$ cat src/rtl/seq_mult_ctrl_pkg.sv
// ---------------------------------------------------------------------------
// seq_mult_ctrl_pkg
// Shared definitions for the iterative shift-add multiplier sequencer:
//   - default operand width and iteration-counter width
//   - FSM state encoding (IDLE / RUN / DONE)
// No ports; imported by seq_mult_ctrl.
// ---------------------------------------------------------------------------
package seq_mult_ctrl_pkg;

  // Default operand width; the product is twice this width.
  localparam int SEQ_MULT_WIDTH = 32;

  // Iteration counter width; 2**CNT_W must exceed the operand width.
  localparam int SEQ_MULT_CNT_W = 6;

  typedef enum logic [1:0] {
    S_IDLE = 2'd0,
    S_RUN  = 2'd1,
    S_DONE = 2'd2
  } state_t;

endpackage

$ cat src/rtl/seq_mult_ctrl_zero_detect.sv
// ---------------------------------------------------------------------------
// zero_detect_w
// Parameterised zero detector: OR-reduce of a WIDTH-bit vector, inverted.
// Ports:
//   value   [WIDTH-1:0] in   vector to test
//   is_zero             out  1 when every bit of value is 0
// ---------------------------------------------------------------------------
module zero_detect_w #(
  parameter int WIDTH = 32
) (
  input  logic [WIDTH-1:0] value,
  output logic             is_zero
);

  assign is_zero = ~|value;

endmodule

$ cat src/rtl/seq_mult_ctrl.sv
// ---------------------------------------------------------------------------
// seq_mult_ctrl
// Sequencer and datapath for an iterative shift-add unsigned multiplier used
// in the EX stage. One multiplier bit is consumed per RUN cycle; the EX stage
// stalls while busy is high and picks up the product on the done pulse.
//
// Build option (macro SEQ_MULT_EARLY_TERM_EN):
//   defined   - RUN ends as soon as the remaining multiplier shifts to zero,
//               so iters = index of highest set bit of b, plus 1 (1 for b=0).
//   undefined - RUN always lasts WIDTH cycles; iters = WIDTH.
//   The product is identical in both builds.
//
// Ports:
//   clk      in   rising-edge clock
//   rst      in   synchronous active-high reset
//   start    in   request a multiply; accepted only while ready=1
//   a        in   [WIDTH-1:0]   multiplicand, sampled on accepted start
//   b        in   [WIDTH-1:0]   multiplier, sampled on accepted start
//   ready    out  high in IDLE and DONE
//   busy     out  high in RUN
//   done     out  one-cycle pulse when product becomes valid
//   product  out  [2*WIDTH-1:0] a*b, held until the next termination/reset
//   zero     out  product == 0, held with product
//   iters    out  [CNT_W-1:0]   RUN cycles used by the last operation
// ---------------------------------------------------------------------------
module seq_mult_ctrl
  import seq_mult_ctrl_pkg::*;
#(
  parameter int WIDTH = SEQ_MULT_WIDTH,
  parameter int CNT_W = SEQ_MULT_CNT_W
) (
  input  logic                 clk,
  input  logic                 rst,
  input  logic                 start,
  input  logic [WIDTH-1:0]     a,
  input  logic [WIDTH-1:0]     b,
  output logic                 ready,
  output logic                 busy,
  output logic                 done,
  output logic [2*WIDTH-1:0]   product,
  output logic                 zero,
  output logic [CNT_W-1:0]     iters
);

  state_t state_reg, state_next;

  logic [2*WIDTH-1:0] mcand_reg, mcand_next;
  logic [WIDTH-1:0]   mplier_reg, mplier_next;
  logic [2*WIDTH-1:0] acc_reg, acc_next;
  logic [CNT_W-1:0]   cnt_reg, cnt_next;
  logic [2*WIDTH-1:0] product_reg, product_next;
  logic               zero_reg, zero_next;
  logic [CNT_W-1:0]   iters_reg, iters_next;

  // Values the datapath would take at the end of the current RUN cycle.
  logic [2*WIDTH-1:0] acc_step;
  logic [WIDTH-1:0]   mplier_shift;
  logic [CNT_W-1:0]   cnt_inc;
  logic               acc_step_zero;
  logic               last_iter;
  logic               terminate;

  // Partial-product accumulate; wraps modulo 2^(2*WIDTH), which a valid
  // product can never reach.
  assign acc_step     = mplier_reg[0] ? (acc_reg + mcand_reg) : acc_reg;
  assign mplier_shift = mplier_reg >> 1;
  assign cnt_inc      = cnt_reg + CNT_W'(1);
  assign last_iter    = (cnt_inc == CNT_W'(WIDTH));

  // zero flag is computed from the value being registered as the product.
  zero_detect_w #(
    .WIDTH (2*WIDTH)
  ) u_acc_zero (
    .value   (acc_step),
    .is_zero (acc_step_zero)
  );

`ifdef SEQ_MULT_EARLY_TERM_EN
  logic mplier_shift_zero;

  // Once the remaining multiplier is all zeros no further adds can occur,
  // so the accumulator already holds the final product.
  zero_detect_w #(
    .WIDTH (WIDTH)
  ) u_mplier_zero (
    .value   (mplier_shift),
    .is_zero (mplier_shift_zero)
  );

  assign terminate = last_iter | mplier_shift_zero;
`else
  assign terminate = last_iter;
`endif

  // Next-state, datapath and output decode.
  always_comb begin
    state_next   = state_reg;
    mcand_next   = mcand_reg;
    mplier_next  = mplier_reg;
    acc_next     = acc_reg;
    cnt_next     = cnt_reg;
    product_next = product_reg;
    zero_next    = zero_reg;
    iters_next   = iters_reg;
    ready        = 1'b0;
    busy         = 1'b0;
    done         = 1'b0;

    case (state_reg)
      S_IDLE: begin
        ready = 1'b1;
        if (start) begin
          state_next  = S_RUN;
          mcand_next  = {{WIDTH{1'b0}}, a};
          mplier_next = b;
          acc_next    = '0;
          cnt_next    = '0;
        end
      end

      S_RUN: begin
        busy        = 1'b1;
        acc_next    = acc_step;
        mcand_next  = mcand_reg << 1;
        mplier_next = mplier_shift;
        cnt_next    = cnt_inc;
        if (terminate) begin
          state_next   = S_DONE;
          product_next = acc_step;
          zero_next    = acc_step_zero;
          iters_next   = cnt_inc;
        end
      end

      S_DONE: begin
        ready      = 1'b1;
        done       = 1'b1;
        state_next = S_IDLE;
        // Back-to-back: a start here skips the IDLE cycle.
        if (start) begin
          state_next  = S_RUN;
          mcand_next  = {{WIDTH{1'b0}}, a};
          mplier_next = b;
          acc_next    = '0;
          cnt_next    = '0;
        end
      end

      default: begin
        state_next = S_IDLE;
      end
    endcase
  end

  always_ff @(posedge clk) begin
    if (rst) begin
      state_reg   <= S_IDLE;
      mcand_reg   <= '0;
      mplier_reg  <= '0;
      acc_reg     <= '0;
      cnt_reg     <= '0;
      product_reg <= '0;
      zero_reg    <= 1'b1;
      iters_reg   <= '0;
    end else begin
      state_reg   <= state_next;
      mcand_reg   <= mcand_next;
      mplier_reg  <= mplier_next;
      acc_reg     <= acc_next;
      cnt_reg     <= cnt_next;
      product_reg <= product_next;
      zero_reg    <= zero_next;
      iters_reg   <= iters_next;
    end
  end

  assign product = product_reg;
  assign zero    = zero_reg;
  assign iters   = iters_reg;

endmodule

$ cat config.mk
export PLATFORM = sky130hd
export DESIGN_NAME = seq_mult_ctrl
export DESIGN_NICKNAME = d
export VERILOG_FILES = /design/src/rtl/seq_mult_ctrl_pkg.sv /design/src/rtl/seq_mult_ctrl_zero_detect.sv /design/src/rtl/seq_mult_ctrl.sv
export SDC_FILE = /design/constraint.sdc
export NUM_CORES = 1
export LEC_CHECK = 0
export CAP_MARGIN = 20
export CELL_PAD_IN_SITES_DETAIL_PLACEMENT = 1
export CELL_PAD_IN_SITES_GLOBAL_PLACEMENT = 2
export CORE_MARGIN = 8
export CORE_UTILIZATION = 31
export DETAILED_ROUTE_END_ITERATION = 16
export HOLD_SLACK_MARGIN = 0.08
export PLACE_DENSITY_LB_ADDON = 0.12
export SLEW_MARGIN = 20
export SYNTH_ARGS = -nofsm -noshare
export SYNTH_HDL_FRONTEND = slang
export SYNTH_SLANG_ARGS = --single-unit
$ cat constraint.sdc
create_clock -name clk -period 3.45 [get_ports clk]
set_input_delay 0.5175 -clock clk [delete_from_list [all_inputs] [get_ports clk]]
set_output_delay 0.5175 -clock clk [all_outputs]
set_load 0.05 [all_outputs]
**Yosys cells after proc, flatten, opt, wreduce, memory -nomap -nowiden**

Cells that the tools add are included.
W data, S select, Z words.

- Flip-flop bits (word level): 239
- Input port bits: 67
- Output and inout bits: 74

- Add/sub/neg operators: 2
- Equal/unequal tests: 6
- Multiplexer cells: 16
- Reductions and logical operators: 8

Operators by type and width:

| kind | count |
|---|---|
| $pmux W64 S2 | 2 |
| $mux W64 | 3 |
| $add A64 B64 Y64 | 1 |
| $pmux W32 S2 | 1 |
| $reduce_or A64 Y1 | 1 |
| $mux W32 | 1 |
| $pmux W6 S2 | 1 |
| $add A6 B1 Y6 const B | 1 |
| $eq A6 B6 Y1 const B | 1 |
| $mux W6 | 1 |
| $pmux W2 S3 | 1 |
| $reduce_and A2 Y1 | 3 |
| $mux W1 | 4 |
| $mux W2 | 2 |
| $ne A2 B2 Y1 const B | 2 |
| $eq A2 B1 Y1 const B | 1 |
| $eq A2 B2 Y1 const B | 1 |
| $logic_not A2 Y1 | 1 |
| $ne A2 B1 Y1 const B | 1 |
| $reduce_bool A2 Y1 | 1 |
| $reduce_or A2 Y1 | 1 |
| $logic_not A1 Y1 | 1 |

**Logic depth before layout (Yosys ltp)**

Gate-level depths: netlist of run 1.

- Depth after elaboration: 4
- Gate-level depth with buffers: 15
- Gate-level depth less buffers: 14

**Modules after synthesis**

Synthesis of run 1 repeated with hierarchy kept, for this count alone.

- Cell total of the unflattened synthesis: 1628
- Area total of the unflattened synthesis: 13645.6 sq um

By module, submodules not included:

| module | times used | cells each | area each (sq um) | sequential area each (sq um) |
|---|---|---|---|---|
| seq_mult_ctrl | 1 | 1607 | 13501.7 | 4784.6 |
| zero_detect_w | 1 | 21 | 143.9 | 0.0 |

**Worst setup path after synthesis of run 1**

OpenSTA, ideal clock, no wires.

- Path type: flip-flop to flip-flop
- Start point: reg mcand_reg[0]
- End point: reg zero_reg (netlist: zero)
- Setup time: 60 ps
- Arrival time: 3740 ps
- Setup slack: -350 ps
- Cell stages (with the launch flop): 15
- Buffers on the path: 0
- Period minus slack after synthesis: 3800 ps
- Cell sequence: dfxtp_1 > ha_1 > fa_1 > a21oi_1 > o211ai_1 > a211o_1 > o21a_1 > a211o_1 > a221oi_1 > and3b_1 > o2111ai_1 > or4_1 > a2111oi_2 > nand4_1 > nand2_1

- Word-level cells in the longest chain between the ends: 4

RTL lines:

| item | RTL line | source |
|---|---|---|
| from (decl) | seq_mult_ctrl.sv:47 | `logic [2*WIDTH-1:0] mcand_reg, mcand_next;` |
| from (signal assigned) | seq_mult_ctrl.sv:167 | `mcand_reg <= mcand_next;` |
| $add A64 B64 Y64 | seq_mult_ctrl.sv:65 | `assign acc_step = mplier_reg[0] ? (acc_reg + mcand_reg) : acc_reg;` |
| $mux W64 | seq_mult_ctrl.sv:65 |  |
| $reduce_or A64 Y1 | seq_mult_ctrl_zero_detect.sv:15 | `assign is_zero = ~\|value;` |
| $logic_not A1 Y1 | seq_mult_ctrl_zero_detect.sv:15 |  |
| to (signal assigned) | seq_mult_ctrl.sv:172 | `zero_reg <= zero_next;` |
| to (decl) | seq_mult_ctrl.sv:52 | `logic zero_reg, zero_next;` |

No other way between the ends.
A chain may end at the register's enable or synchronous reset.

**Worst setup path in the final report of run 1**

Ends and elaborated chain as after synthesis.

==> results of run 1 <==
[worst max-delay path by stage]
stage / start / to / depth (start not counted)
6_report: mcand_reg[0]$_SDFFE_PP0P_ / zero$_SDFFE_PP1P_ / 14
5_1_grt: mcand_reg[0]$_SDFFE_PP0P_ / zero$_SDFFE_PP1P_ / 20
4_1_cts: acc_reg[1]$_SDFFE_PP0P_ / zero$_SDFFE_PP1P_ / 14
3_5_place_dp: mcand_reg[17]$_SDFFE_PP0P_ / zero$_SDFFE_PP1P_ / 14
3_3_place_gp: mcand_reg[17]$_SDFFE_PP0P_ / zero$_SDFFE_PP1P_ / 14
2_1_floorplan: acc_reg[0]$_SDFFE_PP0P_ / zero$_SDFFE_PP1P_ / 14
[layer usage]
layer,vias up,wire length [µm],track usage (%)
li1,7632,-,-
met1,7709,29100,30.0
met2,312,27300,35.3
met3,100,3640,5.16
met4,0,1740,6.61
met5,-,0,0
[cells in the mapped netlist, types with 7 or more instances]
cell type,count
nor2_1,305
dfxtp_1,239
nand2_1,140
a21oi_1,136
clkbuf_1,108
a211oi_1,107
a22oi_1,80
mux2i_1,78
ha_1,65
o21ai_0,59
nor3_1,41
a21o_1,29
nand3_1,27
nand4_1,27
mux2_2,20
and3_1,19
inv_1,19
xnor2_1,19
buf_1,18
o21a_1,17
xor2_1,15
and2_1,14
nand2b_1,14
nor4_1,13
o211ai_1,13
nor2b_1,12
o21ai_1,12
or3_1,12
a221oi_1,9
buf_2,9
o211a_1,9
a31oi_1,8
o21bai_1,8
a221o_1,7
[logic make-up after synthesis]
family	synth area share, %
adder cells (fa/ha/maj)	5.83
buffers and inverters	4.20
XOR/XNOR	2.08
multiplexers	7.04
AO/OA/AOI/OAI	26.7
flip-flops	33.5
AND/OR/NAND/NOR	20.7
[worst max-delay path, stage by stage (launching register included)]
cell       delay [ns]
dfxtp_2          0.33
ha_4             0.17
fa_2             0.37
a21oi_2          0.16
o211ai_1         0.19
a211o_1          0.34
o21a_4           0.27
o211a_4          0.26
or3_4            0.39
a211oi_2         0.18
o211ai_1         0.10
or4_4            0.59
a2111oi_4        0.20
nand4_1          0.11
nand2_1          0.07
[repair_timing]
item | in CTS | in global routing
setup buffers | 13 | 14
setup endpoints to repair | 26 | 31
resized for setup | 61 | 93
pin swaps | 32 | 45
[where the power goes]
group / switching, W / internal (W)
clock: 0.00126 / 0.00172
sequential: 0.0000894 / 0.00285
combinational: 0.000779 / 0.000628
total: 0.00212 / 0.00521
[stage by stage]
stage | area, µm² | setup TNS (ns) | instances | power, W
after global placement | 19500 | -3.90 | 2852 | 0.00429
after floorplan | 14400 | -0.149 | 1801 | 0.00367
after detailed placement | 19500 | -4.40 | 2852 | 0.00433
after CTS | 20800 | -0.730 | 2915 | 0.00738
after global routing | 21300 | -1.62 | 2924 | 0.00766
final | 21300 | -0.494 | 2924 | 0.00733
[layout by cell type, fill, tap and decap left out, types with 11 or more instances in the layout]
master / n
a211oi_1: 97
a21o_1: 29
a21oi_1: 117
a21oi_2: 17
a22oi_1: 78
and2_1: 12
and3_1: 17
buf_4: 451
buf_6: 11
clkbuf_16: 29
clkdlybuf4s50_1: 138
dfxtp_1: 225
ha_1: 47
ha_4: 17
inv_1: 16
mux2_2: 19
mux2i_1: 76
nand2_1: 137
nand2b_1: 14
nand3_1: 25
nand4_1: 27
nor2_1: 298
nor2b_1: 12
nor3_1: 38
nor4_1: 11
o211ai_1: 13
o21a_1: 15
o21ai_0: 50
o21ai_1: 15
or3_1: 11
xnor2_1: 17
xor2_1: 14
[area by class of cell]
class / count / share of cell area, %
tap: 600 / 3.53
clock inverter: 7 / 0.317
inverter: 19 / 0.335
timing repair buffer: 608 / 23.7
multi-input combinational: 1407 / 45.6
clock buffer: 44 / 3.91
sequential: 239 / 22.6
==> impl_metrics.py, run 1 <==
metrics = {
    "place": {
        "place_ws_ns": -0.798,
        "portBuffers": 140,
        "gp_congestion": 0.916,
        "dp_hpwl_um": 47200,
    },
    "floorplan": {
        "ios": 141,
        "num_rows": 78,
        "start_util_pct": 31.4,
        "die_x_um": 231,
        "die_area_um2": 53200,
        "die_h_um": 231,
        "core_um2": 45500,
    },
    "detailed_routing": {
        "vias": 15800,
        "drtIter0Drc": 669,
        "ant_nets": 0,
        "vias_per_cell": 5.39,
        "wire_per_inst_um": 21.1,
        "dr.pass1.iters": 5,
        "drc_errors": 0,
        "routed_wl_um": 61800,
    },
    "global_routing": {
        "track_usage_pct": 22.3,
        "grt_pass1_vias": 16500,
        "grt-ovfl-total": 0,
        "antenna_found_initial": 1,
        "grt_pass1_wl_um": 95400,
        "grt_max_degree": 83,
    },
    "worst_setup_path": {
        "worst_ep_required_time_ns": 3.96,
        "critPathArrivalTime_ns": 4.30,
        "cp-end-kind": "flip-flop",
        "worstSetupStartpointType": "flip-flop",
        "reg2reg_depth": 14,
        "r2r-end": "zero$_SDFFE_PP1P_",
        "path_class": "reg -> reg",
        "reg2reg_slack_ns": -0.33,
        "crit_fanout": 7,
        "r2r_start": "mcand_reg[0]$_SDFFE_PP0P_",
    },
    "logic_synthesis": {
        "synth_edf_count": 0,
        "synth.area.top_cells": "dfxtp_1 33%, nor2_1 8.0%, ha_1 5.7%",
        "yosysWarnings": 0,
        "syn_inst": 1801,
        "syn_avg_cell_area_um2": 7.94,
        "yosysSeqAreaShare_pct": 33.5,
        "ys_types": 81,
        "synthArstFlopShare_pct": 0,
        "synth.net_count": 1934,
        "syn_area_um2": 14300,
        "synth_seq_cells": 239,
        "synth_top_area_share_pct": 33.5,
        "synth_top_area_cell": "dfxtp_1",
        "synth_ff_type": "dfxtp_1",
    },
    "timing": {
        "min_period_ns": 3.78,
        "hold_viol_final": 0,
        "max_slew.worst_pin.slew_ns": 1.16,
        "slew_violations": 0,
        "hold_ws_ns": 0.457,
        "slew_headroom_pct": 22.3,
        "period_share_pct": 110,
        "setup_viol": 3,
        "rsz0062_at_grt": "yes",
        "worst_slack_ns": -0.334,
        "fin_skew_ns": 0.0267,
        "fmax_ghz": 0.264,
    },
    "cells_and_area": {
        "nNetsFinal": 2437,
        "nFillCells": 5443,
        "seq_area_um2": 4810,
        "multi_input_area_um2": 9710,
        "area_growth_pct": 48.9,
        "post-route-util_pct": 46.8,
        "layout-drive-gt1-share_pct": 29.0,
        "diodes": 0,
    },
    "cts": {
        "cts_root_buf": "clkbuf_16",
        "cts_tree": "done",
        "clock_sinks": 239,
        "postCtsHoldBufs": 0,
        "clkTransAtPathRegs_ns": 0.06,
        "clk_latency_ns": 0.57,
        "htreeDepth": 1,
        "clockBufferDepth": 3,
        "cts_buffers": 29,
    },
    "pwr": {
        "vdd_drop_max_mv": 0.326,
        "power-per-cell-area_nw_per_um2": 344,
        "p_leak_nw": 8.81,
    },
    "hold_path": {
        "min_from": "product[40]$_SDFFE_PP0P_",
        "hold-path-cell-count": 2,
        "hold_class": "reg -> reg",
        "min_to": "product[40]$_SDFFE_PP0P_",
    },
    "job": {
        "drv_cap": 0,
    },
    "run_status": {
        "violations": "setup timing",
        "status": "complete, but fails checks",
    },
}
(Power assumes the default switching activity.)
==> inputs of run 2 (changes only) <==
--- a/config.mk
+++ b/config.mk
@@ -5,15 +5,17 @@
 export SDC_FILE = /design/constraint.sdc
 export NUM_CORES = 1
 export LEC_CHECK = 0
+export ABC_AREA = 1
 export CAP_MARGIN = 20
 export CELL_PAD_IN_SITES_DETAIL_PLACEMENT = 1
 export CELL_PAD_IN_SITES_GLOBAL_PLACEMENT = 2
 export CORE_MARGIN = 8
-export CORE_UTILIZATION = 31
+export CORE_UTILIZATION = 28
 export DETAILED_ROUTE_END_ITERATION = 16
 export HOLD_SLACK_MARGIN = 0.08
 export PLACE_DENSITY_LB_ADDON = 0.12
-export SLEW_MARGIN = 20
+export SETUP_SLACK_MARGIN = 0.05
+export SLEW_MARGIN = 30
 export SYNTH_ARGS = -nofsm -noshare
 export SYNTH_HDL_FRONTEND = slang
 export SYNTH_SLANG_ARGS = --single-unit
==> impl_metrics.py, run 2 <==
metrics = {
    "cells_and_area": {
        "final_common_cell": "nand2_1",
        "area_growth_pct": 21.9,
        "nFillCells": 7181,
        "layout_common_cells": "1000 x nand2_1, 331 x inv_1, 237 x dfxtp_1",
        "nNetsFinal": 2854,
        "multi_input_area_um2": 9180,
        "layout-drive-gt1-share_pct": 8.27,
        "seq_area_um2": 4790,
    },
    "timing": {
        "hold_viol_final": 0,
        "tns_ns": 0,
        "hold_ws_ns": 0.393,
        "rsz0062_at_grt": "no",
        "max_slew.worst_pin.slew_ns": 0.793,
        "fin_skew_ns": 0.0196,
        "worst_slack_ns": 0.337,
        "fmax_ghz": 0.321,
        "setup_viol": 0,
        "slew_headroom_pct": 47.1,
        "period_share_pct": 90.2,
        "min_period_ns": 3.11,
        "slew_violations": 0,
    },
    "worst_setup_path": {
        "path_class": "reg -> reg",
        "worst_ep_required_time_ns": 3.99,
        "cp-end-kind": "flip-flop",
        "critPathArrivalTime_ns": 3.65,
        "crit_fanout": 4,
        "worstSetupStartpointType": "flip-flop",
    },
    "detailed_routing": {
        "wire_per_inst_um": 19.9,
        "routed_wl_um": 69700,
        "ant_nets": 0,
        "dr.pass1.iters": 4,
        "vias": 17000,
        "drc_errors": 0,
        "vias_per_cell": 4.85,
        "drtIter0Drc": 839,
    },
    "floorplan": {
        "start_util_pct": 28.4,
        "die_h_um": 253,
        "die_area_um2": 63900,
        "die_x_um": 253,
        "ios": 141,
        "num_rows": 86,
        "core_um2": 55300,
    },
    "logic_synthesis": {
        "syn_inst": 2611,
        "synth_seq_cells": 239,
        "syn_avg_cell_area_um2": 6.01,
        "ys_top_cells_by_count": "1001 x nand2_1, 333 x inv_1, 239 x dfxtp_1",
        "yosysMostFrequentCell": "nand2_1",
        "synth.area.top_cells": "dfxtp_1 30%, nand2_1 24%, inv_1 8.0%",
        "yosysSeqAreaShare_pct": 30.5,
        "synth_top_area_cell": "dfxtp_1",
        "synth.net_count": 2744,
        "synthArstFlopShare_pct": 0,
        "yosysWarnings": 0,
        "ys_types": 40,
        "synth_top_area_share_pct": 30.5,
        "synth_edf_count": 0,
        "synth_ff_type": "dfxtp_1",
        "syn_area_um2": 15700,
    },
    "pwr": {
        "swShare_pct": 29.1,
        "p_switching_w": 0.00222,
        "pwr-share-clk_pct": 46.2,
        "p_leak_nw": 8.73,
        "power-per-cell-area_nw_per_um2": 399,
        "p_seq_share_pct": 38.8,
        "vdd_drop_max_mv": 0.382,
        "p_comb_share_pct": 14.9,
        "p_int_w": 0.00542,
    },
    "cts": {
        "postCtsSetupBuffers": 0,
        "htreeDepth": 1,
        "postCtsHoldBufs": 0,
        "clock_sinks": 239,
        "clockBufferDepth": 3,
        "cts_root_buf": "clkbuf_16",
        "clkTransAtPathRegs_ns": 0.06,
        "clk_latency_ns": 0.59,
        "cts.repair.resized": 0,
        "cts_tree": "done",
        "cts_buffers": 31,
    },
    "place": {
        "place_ws_ns": 0.139,
        "dp_hpwl_um": 55300,
        "portBuffers": 140,
        "gp_congestion": 0.923,
    },
    "global_routing": {
        "grt_pass1_vias": 17400,
        "grt_pass1_wl_um": 106000,
        "grt_max_degree": 127,
        "grt-ovfl-total": 0,
        "track_usage_pct": 21.4,
        "antenna_found_initial": 2,
    },
    "job": {
        "drv_cap": 0,
    },
    "run_status": {
        "status": "finished, final reports clean",
    },
    "hold_path": {
        "hold_class": "in -> reg",
    },
}
run 2: path summary, 6_finish.rpt:
| check | from | end | slack (ns) | cells past startpoint |
|---|---|---|---|---|
| max | mcand_reg[17]$_SDFFE_PP0P_ | zero$_SDFFE_PP1P_ | 0.34 | 18 |
| min | rst | acc_reg[7]$_SDFFE_PP0P_ | 0.39 | 2 |
| max reg2reg | mcand_reg[17]$_SDFFE_PP0P_ | zero$_SDFFE_PP1P_ | 0.34 | 18 |
| min reg2reg | iters[2]$_SDFFE_PP0P_ | iters[2]$_SDFFE_PP0P_ | 0.44 | 2 |
run 2: kinds of logic (layout without fill, tap and decap cells):
group	after synthesis	count (layout)	share of synthesized area, %
other cells	0	1	0
mux	2	2	0.128
flops	239	239	30.5
fa+ha+maj	66	66	5.31
xor+xnor	8	8	0.446
simple gates	1444	1444	39.0
compound gates	392	392	13.4
buf+inv	460	593	11.2
run 2: worst max-delay path, stage by stage (launching register included):
cell	delay [ns]
dfxtp_1	0.34
ha_1	0.40
nand2_1	0.18
inv_2	0.09
nand2_1	0.05
nor2_1	0.23
nand4_1	0.18
nand3_1	0.25
nand2_1	0.09
nand3_1	0.19
nand2_1	0.11
nor2_1	0.12
nand2_1	0.08
nor2_1	0.12
buf_4	0.17
nand3_1	0.10
nor2_2	0.19
nand3_1	0.10
nand2_1	0.07
run 2: metrics by stage:
stage	power (W)	cells	area, µm²	utilization [%]
final	0.00764	3493	19100	34.6
after global routing	0.00799	3492	19100	34.6
after CTS	0.00774	3492	19100	34.6
after detailed placement	0.00418	3436	18000	32.6
after global placement	0.00416	3436	18000	32.6
after floorplan	0.00367	2611	15700	-
run 2: power by group through the flow:
stage	combinational, W	clock, W	sequential [W]
detailed placement	0.00115	0	0.00303
global route	0.00126	0.00375	0.00298
finish	0.00114	0.00353	0.00296
CTS	0.00115	0.00362	0.00297
global placement	0.00114	0	0.00302
floorplan	0.000694	0	0.00297
run 2: metal layers:
| metal | track usage, % | share of wire (%) | up-vias |
|---|---|---|---|
| li1 | - | - | 8511 |
| met1 | 30.5 | 50 | 8101 |
| met2 | 33.3 | 43 | 271 |
| met3 | 3.86 | 4.9 | 70 |
| met4 | 4.91 | 2.1 | 2 |
| met5 | 0 | 0.019 | - |
run 2: cell type report:
class,instances,area share [%]
clock inverter,12,1.01
tap,748,4.89
sequential,239,25.0
antenna,1,0.0131
inverter,359,7.06
timing repair buffer,178,9.27
multi-input combinational,1912,48.0
clock buffer,44,4.73
==> inputs of run 3 (changes only) <==
--- a/config.mk
+++ b/config.mk
@@ -10,7 +10,7 @@
 export CELL_PAD_IN_SITES_DETAIL_PLACEMENT = 1
 export CELL_PAD_IN_SITES_GLOBAL_PLACEMENT = 2
 export CORE_MARGIN = 8
-export CORE_UTILIZATION = 28
+export CORE_UTILIZATION = 34
 export DETAILED_ROUTE_END_ITERATION = 16
 export HOLD_SLACK_MARGIN = 0.08
 export PLACE_DENSITY_LB_ADDON = 0.12
==> constraint.sdc (replaced) <==
create_clock -name clk -period 3.6 [get_ports clk]
set_input_delay 0.54 -clock clk [delete_from_list [all_inputs] [get_ports clk]]
set_output_delay 0.54 -clock clk [all_outputs]
set_load 0.05 [all_outputs]
==> impl_metrics.py, run 3 (synthesis gave the netlist of run 2 again) <==
metrics = {
    "worst_setup_path": {
        "critPathArrivalTime_ns": 3.81,
        "worst_path_max_delay_cell": "nor2_1",
        "worstSetupStartpointType": "flip-flop",
        "cpPeakStageDelay_ns": 0.42,
        "worst_ep_required_time_ns": 4.14,
        "reg2reg_depth": 17,
        "critPathTopFamily": "simple AND/OR/NAND/NOR gates",
        "crit_buf_inv": 0,
        "r2r_start": "acc_reg[3]$_SDFFE_PP0P_",
        "path_class": "reg -> reg",
        "crit_chain": "ha_1, nand2_1, nor2_1, nand2_1, nand2_2, nand2_2, nand2_2, nand2_1, nand4_1, nand3_1, nand2_1, nand2_1, nor2_1, nand2_1, nor2_1, nand3_1, nand2_1",
        "crit_fanout": 6,
        "crit_path_start": "acc_reg[3]$_SDFFE_PP0P_",
        "cp-end-kind": "flip-flop",
        "crit_top_cell": "nand2_1",
        "worst-path-stages": 17,
    },
    "cts": {
        "cts_tree": "done",
        "postCtsHoldBufs": 0,
        "postCtsSetupBuffers": 0,
        "clock_sinks": 239,
        "htreeDepth": 1,
        "cts_root_buf": "clkbuf_16",
        "cts.repair.resized": 0,
        "clk_latency_ns": 0.61,
        "cts_buffers": 30,
        "clockBufferDepth": 3,
        "clkTransAtPathRegs_ns": 0.06,
    },
    "floorplan": {
        "core_um2": 45500,
        "die_area_um2": 53300,
        "num_rows": 78,
        "die_h_um": 231,
        "die_x_um": 231,
        "ios": 141,
        "start_util_pct": 34.5,
    },
    "timing": {
        "max_slew.worst_pin.slew_ns": 0.965,
        "hold_viol_final": 0,
        "slew_headroom_pct": 35.7,
        "rsz0062_at_grt": "no",
        "setup_viol": 0,
        "tns_ns": 0,
        "slew_violations": 0,
        "min_period_ns": 3.28,
        "fin_skew_ns": 0.0294,
        "fmax_ghz": 0.305,
        "hold_ws_ns": 0.410,
        "period_share_pct": 91.1,
    },
    "cells_and_area": {
        "layout_common_cells": "1000 x nand2_1, 331 x inv_1, 237 x dfxtp_1",
        "final_common_cell": "nand2_1",
        "layout-drive-gt1-share_pct": 7.42,
        "nFillCells": 6160,
        "diodes": 0,
        "area_growth_pct": 18.9,
        "fin_cells": 3324,
        "design_area_um2": 18700,
        "nNetsFinal": 2834,
    },
    "place": {
        "placedCellCount": 3269,
        "dp_hpwl_um": 52500,
        "postPlaceCellArea_um2": 17700,
        "portBuffers": 140,
        "gp_congestion": 0.957,
    },
    "detailed_routing": {
        "vias_per_cell": 5.13,
        "routed_wl_um": 67700,
        "ant_nets": 0,
        "drc_errors": 0,
        "dr.pass1.iters": 5,
        "drtIter0Drc": 1103,
        "vias": 17000,
        "wire_per_inst_um": 20.4,
    },
    "job": {
        "drv_cap": 0,
    },
    "pwr": {
        "vdd_drop_max_mv": 0.339,
        "power-per-cell-area_nw_per_um2": 379,
        "p_leak_nw": 8.57,
    },
    "hold_path": {
        "hold_class": "in -> reg",
        "hold-path-cell-count": 2,
        "min_from": "rst",
    },
    "global_routing": {
        "grt_pass1_vias": 17100,
        "grt_pass1_wl_um": 104000,
        "grt-ovfl-total": 0,
        "antenna_found_initial": 1,
        "grt_max_degree": 118,
        "track_usage_pct": 24.9,
    },
    "run_status": {
        "status": "finished, final reports clean",
    },
}
## run 3: cell types whose count changed in the layout (fill, tap and decap cells not counted), moves of 2 or more
cell / delta
clkinvlp_4: +2
buf_12: -2
clkbuf_8: -4
buf_4: -16
bufinv_16: -2
clkinv_2: +3
## run 3: per-stage QoR
step                power (W)  setup WS, ns  util, %
floorplan             0.00351          1.35        -
global placement      0.00396         0.385     38.8
detailed placement    0.00398         0.424     38.8
CTS                   0.00713         0.342     41.0
global route          0.00735         0.198     41.0
finish                0.00707         0.321     41.0
## run 3: worst paths after layout
kind                                 to  slack, ns
setup / recovery      zero$_SDFFE_PP1P_       0.32
hold / removal    iters[2]$_SDFFE_PP0P_       0.41
setup reg to reg      zero$_SDFFE_PP1P_       0.32
hold reg to reg   iters[2]$_SDFFE_PP0P_       0.44
## run 3: power by group
| part | switching [W] | internal [W] |
|---|---|---|
| clock | 0.00131 | 0.00183 |
| combinational | 0.000756 | 0.000339 |
| sequential | 0.0000843 | 0.00275 |
## run 3: routing by layer
layer / wire (µm) / track usage, %
met1: 34400 / 37.1
met2: 28500 / 38.0
met3: 3770 / 3.08
met4: 1110 / 4.65
met5: 0 / 0
## run 3: layout make-up
class                           count  area [µm²]  area share, %
Multi-Input combinational cell   1912        9170           49.1
Timing Repair Buffer              159        1600           8.58
Clock inverter                     15         175          0.939
Sequential cell                   239        4790           25.7
Clock buffer                       40         828           4.44
Tap cell                          600         751           4.02
Inverter                          359        1350           7.25
## run 3: worst reg2reg max path, stage by stage (launching register included)
cell	delay (ns)
dfxtp_1	0.32
ha_1	0.38
nand2_1	0.13
nor2_1	0.42
nand2_1	0.14
nand2_2	0.19
nand2_2	0.09
nand2_2	0.13
nand2_1	0.12
nand4_1	0.11
nand3_1	0.18
nand2_1	0.31
nand2_1	0.10
nor2_1	0.17
nand2_1	0.09
nor2_1	0.18
nand3_1	0.10
nand2_1	0.06
